===== config.mk =====
export PLATFORM = sky130hd
export DESIGN_NAME = pattern_serializer
export DESIGN_NICKNAME = d
export VERILOG_FILES = /design/src/rtl/pattern_serializer.sv
export SDC_FILE = /design/constraint.sdc
export NUM_CORES = 1
export LEC_CHECK = 0
export BUFFER_PORTS_ARGS = -buffer_cell sky130_fd_sc_hd__buf_2
export CORE_MARGIN = 3
export CORE_UTILIZATION = 45
export CTS_CLUSTER_DIAMETER = 30
export DETAILED_ROUTE_END_ITERATION = 10
export SLEW_MARGIN = 0
export SYNTH_ARGS = -nofsm -noshare
export SYNTH_HDL_FRONTEND = slang
export SYNTH_SLANG_ARGS = --single-unit

===== constraint.sdc =====
create_clock -name clk_freq1 -period 2.35 [get_ports clk_freq1]
set_input_delay 0.47 -clock clk_freq1 [delete_from_list [all_inputs] [get_ports clk_freq1]]
set_output_delay 0.47 -clock clk_freq1 [all_outputs]
set_load 0.02 [all_outputs]

===== src/rtl/pattern_serializer.sv =====
// Serializes a parallel word MSB-first, one bit per rising edge of freq_2, with a
// frame strobe, an end-of-frame pulse and a configurable idle gap between frames.
module pattern_serializer #(
  parameter int DATA_W    = 16,
  parameter int GAP_TICKS = 2
) (
  input  logic              clk_freq1,
  input  logic              rst_key1,
  input  logic              freq_2,
  input  logic [DATA_W-1:0] din,
  input  logic              din_valid,
  output logic              din_ready,
  output logic              ser_out,
  output logic              frame_out,
  output logic              busy,
  output logic              done_pulse
);

  localparam int                CNT_W    = $clog2(DATA_W);
  localparam logic [CNT_W-1:0]  BIT_LAST = CNT_W'(DATA_W - 1);
  localparam logic [7:0]        GAP_INIT = 8'(GAP_TICKS);

  typedef enum logic [1:0] {IDLE, ARM, SHIFT, GAP} state_e;

  state_e              state_q, state_d;
  logic [DATA_W-1:0]   shreg_q, shreg_d;
  logic [CNT_W-1:0]    bit_cnt_q, bit_cnt_d;
  logic [7:0]          gap_cnt_q, gap_cnt_d;
  logic                ser_q, ser_d;
  logic                frame_q, frame_d;
  logic                done_q, done_d;
  logic                busy_q, busy_d;
  logic                f2_dly_q, f2_dly_d;
  logic                tick;

  // freq_2 is only a tick source; its rising edge is detected in the clk_freq1 domain.
  assign tick      = freq_2 & ~f2_dly_q;
  assign din_ready = (state_q == IDLE) & ~rst_key1;

  assign ser_out    = ser_q;
  assign frame_out  = frame_q;
  assign busy       = busy_q;
  assign done_pulse = done_q;

  always_comb begin
    // NOTE: every _d gets a default first so no path through the case leaves it unassigned (no latches).
    state_d   = state_q;
    shreg_d   = shreg_q;
    bit_cnt_d = bit_cnt_q;
    gap_cnt_d = gap_cnt_q;
    ser_d     = ser_q;
    frame_d   = frame_q;
    done_d    = 1'b0;
    f2_dly_d  = freq_2;

    unique case (state_q)
      IDLE: begin
        // A tick landing in the capture cycle is deliberately not acted on.
        if (din_valid) begin
          shreg_d = din;
          state_d = ARM;
        end
      end
      ARM: begin
        if (tick) begin
          ser_d     = shreg_q[DATA_W-1];
          frame_d   = 1'b1;
          shreg_d   = {shreg_q[DATA_W-2:0], 1'b0};
          bit_cnt_d = BIT_LAST;
          state_d   = SHIFT;
        end
      end
      SHIFT: begin
        if (tick) begin
          if (bit_cnt_q == '0) begin
            frame_d = 1'b0;
            ser_d   = 1'b0;
            done_d  = 1'b1;
            if (GAP_TICKS == 0) begin
              state_d = IDLE;
            end else begin
              gap_cnt_d = GAP_INIT;
              state_d   = GAP;
            end
          end else begin
            ser_d     = shreg_q[DATA_W-1];
            shreg_d   = {shreg_q[DATA_W-2:0], 1'b0};
            bit_cnt_d = bit_cnt_q - CNT_W'(1);
          end
        end
      end
      GAP: begin
        if (tick) begin
          gap_cnt_d = gap_cnt_q - 8'd1;
          if (gap_cnt_q == 8'd1) state_d = IDLE;
        end
      end
      default: state_d = IDLE;
    endcase

    busy_d = (state_d != IDLE);
  end

  always_ff @(posedge clk_freq1) begin
    // NOTE: f2_dly resets high so a freq_2 already high at reset release is not seen as a rising edge.
    if (rst_key1) begin
      state_q   <= IDLE;
      shreg_q   <= '0;
      bit_cnt_q <= '0;
      gap_cnt_q <= '0;
      ser_q     <= 1'b0;
      frame_q   <= 1'b0;
      done_q    <= 1'b0;
      busy_q    <= 1'b0;
      f2_dly_q  <= 1'b1;
    end else begin
      // NOTE: non-blocking assignments here so every flop samples the pre-edge _d values.
      state_q   <= state_d;
      shreg_q   <= shreg_d;
      bit_cnt_q <= bit_cnt_d;
      gap_cnt_q <= gap_cnt_d;
      ser_q     <= ser_d;
      frame_q   <= frame_d;
      done_q    <= done_d;
      busy_q    <= busy_d;
      f2_dly_q  <= f2_dly_d;
    end
  end

endmodule


* Word-level counts from Yosys, hierarchy flattened
Cells that the tools add are included.
** Operators by class
- Add/sub/neg operators :: 2
- Equal/unequal tests :: 10
- Multiplexer cells :: 29
- Bitwise operators :: 6
- Reductions and logical operators :: 12
** Operators with widths (number)
- $mux 16 :: 4
- $pmux 16 s3 :: 1
- $mux 8 :: 3
- $pmux 8 s2 :: 1
- $mux 2 :: 6
- $mux 4 :: 3
- $ne 2x2->1 const B :: 6
- $reduce_and 4->1 :: 3
- $eq 8x1->1 const B :: 1
- $pmux 2 s4 :: 1
- $pmux 4 s2 :: 1
- $sub 8x1->8 const B :: 1
- $mux 1 :: 7
- $reduce_bool 2->1 :: 3
- $reduce_and 5->1 :: 1
- $eq 2x2->1 const B :: 2
- $logic_not 4->1 :: 1
- $not 1->1 :: 4
- $pmux 1 s2 :: 2
- $sub 4x1->4 const B :: 1
- $reduce_and 3->1 :: 1
- $reduce_bool 3->1 :: 1
- $reduce_or 3->1 :: 1
- $and 1x1->1 :: 2
- 2 further kinds :: 2
** Word-level totals
- Flip-flop bits (word level) :: 35
- Input bits :: 20
- Output and inout port bits :: 5
- Word-level logic and storage cells :: 68

* Depth between registers and ports, before layout
- Word-level depth :: 5
- Mapped depth :: 8
- Mapped depth without buffers :: 6

* Worst setup path before layout
OpenSTA, ideal clock, no wires.
- Kind :: reg2reg
- Start point :: register state_q[0]
- End point :: register shreg_q[11]
- Arrival :: 1.715 ns
- Required time :: 2.205 ns
- Slack :: 0.491 ns
- Cell stages (with the launch flop) :: 9
- Buffers on the path :: 2
- Period minus slack after synthesis :: 1.859 ns
- Path through :: dfxtp_1 -> inv_1 -> ha_1 -> nor2_4 -> mux2i_4 -> and2_4 -> buf_6 -> buf_6 -> a211oi_2
** On the way
- Cells in the longest elaborated chain, start to end :: 3
- Elaborated cells on any way between the ends :: 10
- Those cells by class :: eq/ne: 6; mux: 1; reduce/logical: 3
** Ends and longest elaborated chain
- start, declared :: RTL line 25 : state_e state_q, state_d;
- start signal, assigned :: RTL line 118 : state_q <= state_d;
- $eq 2x2->1 (tied with other cells) :: RTL line 56 : unique case (state_q)
- $ne 2x2->1 (no line) or $reduce_bool 3->1 (tied branches)
- $reduce_and 5->1 (no line)
- end signal, assigned :: RTL line 119 : shreg_q <= shreg_d;
- end, declared :: RTL line 26 : logic [DATA_W-1:0] shreg_q, shreg_d;
Several ways; a longest one is shown, not always the timed one.
A chain may end at the register's enable or synchronous reset.

* Worst setup path in the final report
- Start point :: register state_q[0]
- End point :: register shreg_q[7]
The elaborated chain is that of the path after synthesis.

==> run_results.csv <==
group,metric,value,unit
outcome,outcome,"finished clean",
critical_path,crit_fanout,13,
drt,drt-pass1-iter-count,4,
power,ir_drop,0.000314,V
logic_synthesis,syn_avg_cell_area,9.81,µm²
placed_design,placedInstanceArea,1960,µm²
timing,timing.hold.ws,0.405,ns
critical_path,reg2reg_depth,7,
placed_design,io_buffer_count,24,
die,die_w,69.3,µm
cts,cts_hold_buffers,0,
logic_synthesis,yosysSeqAreaShare,38.8,%
critical_path,startpoint,"state_q[0]",
grt,busiest_layer,"met2",
power,p_leak,0.775,nW
placed_design,gp_congestion,0.757,
timing,setup_viol,0,
timing,rsz0062_at_grt,"false",
cts,clock_sinks,35,
logic_synthesis,synth_warnings,0,
grt,grtUsageMet2,27.4,%
timing,tightest_slew,0.458,ns
critical_path,r2r-start,"state_q[0]",
grt,track_usage,15.6,%
logic_synthesis,ys_ff_latch,35,
critical_path,critPathKind,"flop to flop",
cts,cts_resized,0,
final_layout,syn_to_final_growth,13.4,%
grt,grtUsageMet1,17.9,%
placed_design,dpl.cell_count,251,
grt,grt_start_max_net_pins,17,
timing,finalHoldViolations,0,
timing,fin_crit_sh,84.3,%
drt,drc_errors,0,
critical_path,arrival,2.18,ns
final_layout,drive_above_1_share,27.1,%
drt,vias,1435,
timing,drv_slew,0,
die,start_util,47.9,%
cts,cts_tree,"done",
die,ios,25,
final_layout,finish.utilization,54.3,%
power,p_total,1.39,mW
critical_path,r2r_slack,0.37,ns
placed_design,pre_cts_ws,0.360,ns
final_layout,antenna_cells,0,
critical_path,r2r-end,"shreg_q[7]",
power,p_per_area,680,nW/µm²
logic_synthesis,syn_nets,211,
cts,cts-buffers-inserted,5,
critical_path,startpoint_type,"flop",
worst_hold_path,worstHoldPathCells,2,
timing,finalCriticalPeriod,1.98,ns
final_layout,num-nets-final,237,
grt,grt_antenna_before_repair,0,
worst_hold_path,min_from,"freq_2",
grt,grt_pass1_wl,6.13,mm
grt,use_met3,5.36,%
logic_synthesis,syn_inst,184,
logic_synthesis,synthFlopType,"dfxtp_1",
critical_path,crit_required,2.55,ns
final_layout,final-instance-count-excl-fill,258,
worst_hold_path,hold_end,"f2_dly_q",
grt,grt_pass1_vias,1408,
logic_synthesis,synth-async-reset-ratio,0,%
cts,path_clk_slew,0.07,ns
logic_synthesis,yosysUniqueCellTypes,41,
drt,drt_iter0_drc,86,
drt,wl_per_cell,13.9,µm
cts,clk_latency,0.28,ns
die,core.rowCount,22,
final_layout,stdcell_area,2050,µm²
drt,wirelength,3.59,mm
timing,max_clock_freq,505,MHz
final_layout,num-fill-cells,352,
flow_run,maxCapViolCount,0,
cts,clock-root-buffer,"clkbuf_8",
placed_design,dp_hpwl,2.56,mm
logic_synthesis,synth-edff-count,0,
die,die_h,69.3,µm
drt,drtAntennaViolNets,0,
die,die_area,4810,µm²
timing,timing.slew.headroom,69.2,%
timing,finClkSkew,0.00475,ns
die,core,3770,µm²
cts,cts_max_level,2,
cts,cts_setup_buffers,0,
drt,viasPerCell,5.56,
grt,gr-total-overflow,0,
critical_path,crit_path_end_kind,"flop",
logic_synthesis,netlist_area,1810,µm²
cts,cts_buffer_depth,2,
timing,tns,0,ns
worst_hold_path,hold_class,"primary input to flop",
timing,setup_ws,0.370,ns
logic make-up after synthesis:
group,count (synthesis),synth area share (%)
multiplexers,16,9.56
AO/OA/AOI/OAI,56,24.5
adder cells (fa/ha/maj),7,4.85
AND/OR/NAND/NOR,40,12.2
XOR/XNOR,8,3.88
buffers and inverters,22,6.24
flip-flops,35,38.8
worst max-delay path by stage:
stage	to	slack, ns
after floorplan	shreg_q[11]	0.49
after global placement	shreg_q[8]	0.47
after detailed placement	shreg_q[7]	0.36
after CTS	shreg_q[7]	0.36
after global routing	din_ready	0.23
final	shreg_q[7]	0.37
layer usage:
| metal | wire [µm] | vias up |
|---|---|---|
| met5 | 0 | - |
| met4 | 34 | 0 |
| met3 | 171 | 5 |
| met2 | 1750 | 33 |
| met1 | 1630 | 672 |
| li1 | - | 725 |
registers in the layout, indices dropped and copies added (netlist names):
name        cells
shreg_q        16
gap_cnt_q       8
bit_cnt_q       4
state_q         2
busy            1
done_pulse      1
f2_dly_q        1
frame_out       1
ser_out         1
power by group:
group          internal [mW]  total [mW]  switching, mW
Clock                  0.230       0.436          0.206
Combinational          0.127       0.286          0.160
Sequential             0.643       0.669         0.0262
Total                   1.00        1.39          0.392
area by class of cell:
cell class / count / area, µm² / share of cell area [%]
Multi-Input combinational cell: 127 / 992 / 48.5
Sequential cell: 35 / 701 / 34.2
Timing Repair Buffer: 30 / 165 / 8.07
Clock buffer: 6 / 82.6 / 4.03
Tap cell: 48 / 60.1 / 2.93
Inverter: 11 / 41.3 / 2.02
Clock inverter: 1 / 5.00 / 0.244
synthesized netlist by cell type, types with 2 or more instances:
library cell,instances,area share [%]
buf_6,2,1.2
a211oi_1,6,2.5
clkbuf_1,4,0.83
inv_1,11,2.3
nand2_1,2,0.42
nor3_1,4,1.1
mux2i_1,15,8.3
o2111ai_1,4,1.9
nor2b_1,2,0.69
buf_2,4,1.1
a211oi_2,10,6.9
nor2_1,17,3.5
a21bo_2,2,1.1
a311oi_1,3,1.5
dfxtp_1,35,39
ha_1,7,4.9
xor2_1,5,2.4
a21oi_1,22,6.1
nand3b_1,2,0.83
xnor2_1,3,1.5
nor4_1,4,1.4
critical path, stage by stage (launching register included):
cell,delay (ns)
dfxtp_1,0.39
inv_1,0.09
ha_1,0.31
and4bb_4,0.32
a21oi_4,0.25
buf_4,0.23
a21oi_1,0.08
a211oi_1,0.22
cells in the final DEF, fill, tap and decap left out, types with 2 or more instances in the layout:
master     netlist  routed
a211oi_1         6       6
nor3_1           4       4
nand2_1          2       2
ha_1             7       7
dfxtp_1         35      35
inv_1           11      11
a211oi_2        10      10
o2111ai_1        4       4
nand3b_1         2       2
a21oi_1         22      22
nor2_1          17      17
nor2b_1          2       2
xor2_1           5       5
buf_2            4      24
buf_4            0       6
nor4_1           4       4
a21bo_2          2       2
mux2i_1         15      15
xnor2_1          3       3
clkbuf_8         1       6
a311oi_1         3       3
Note: power is estimated with default switching activity, not from simulation.
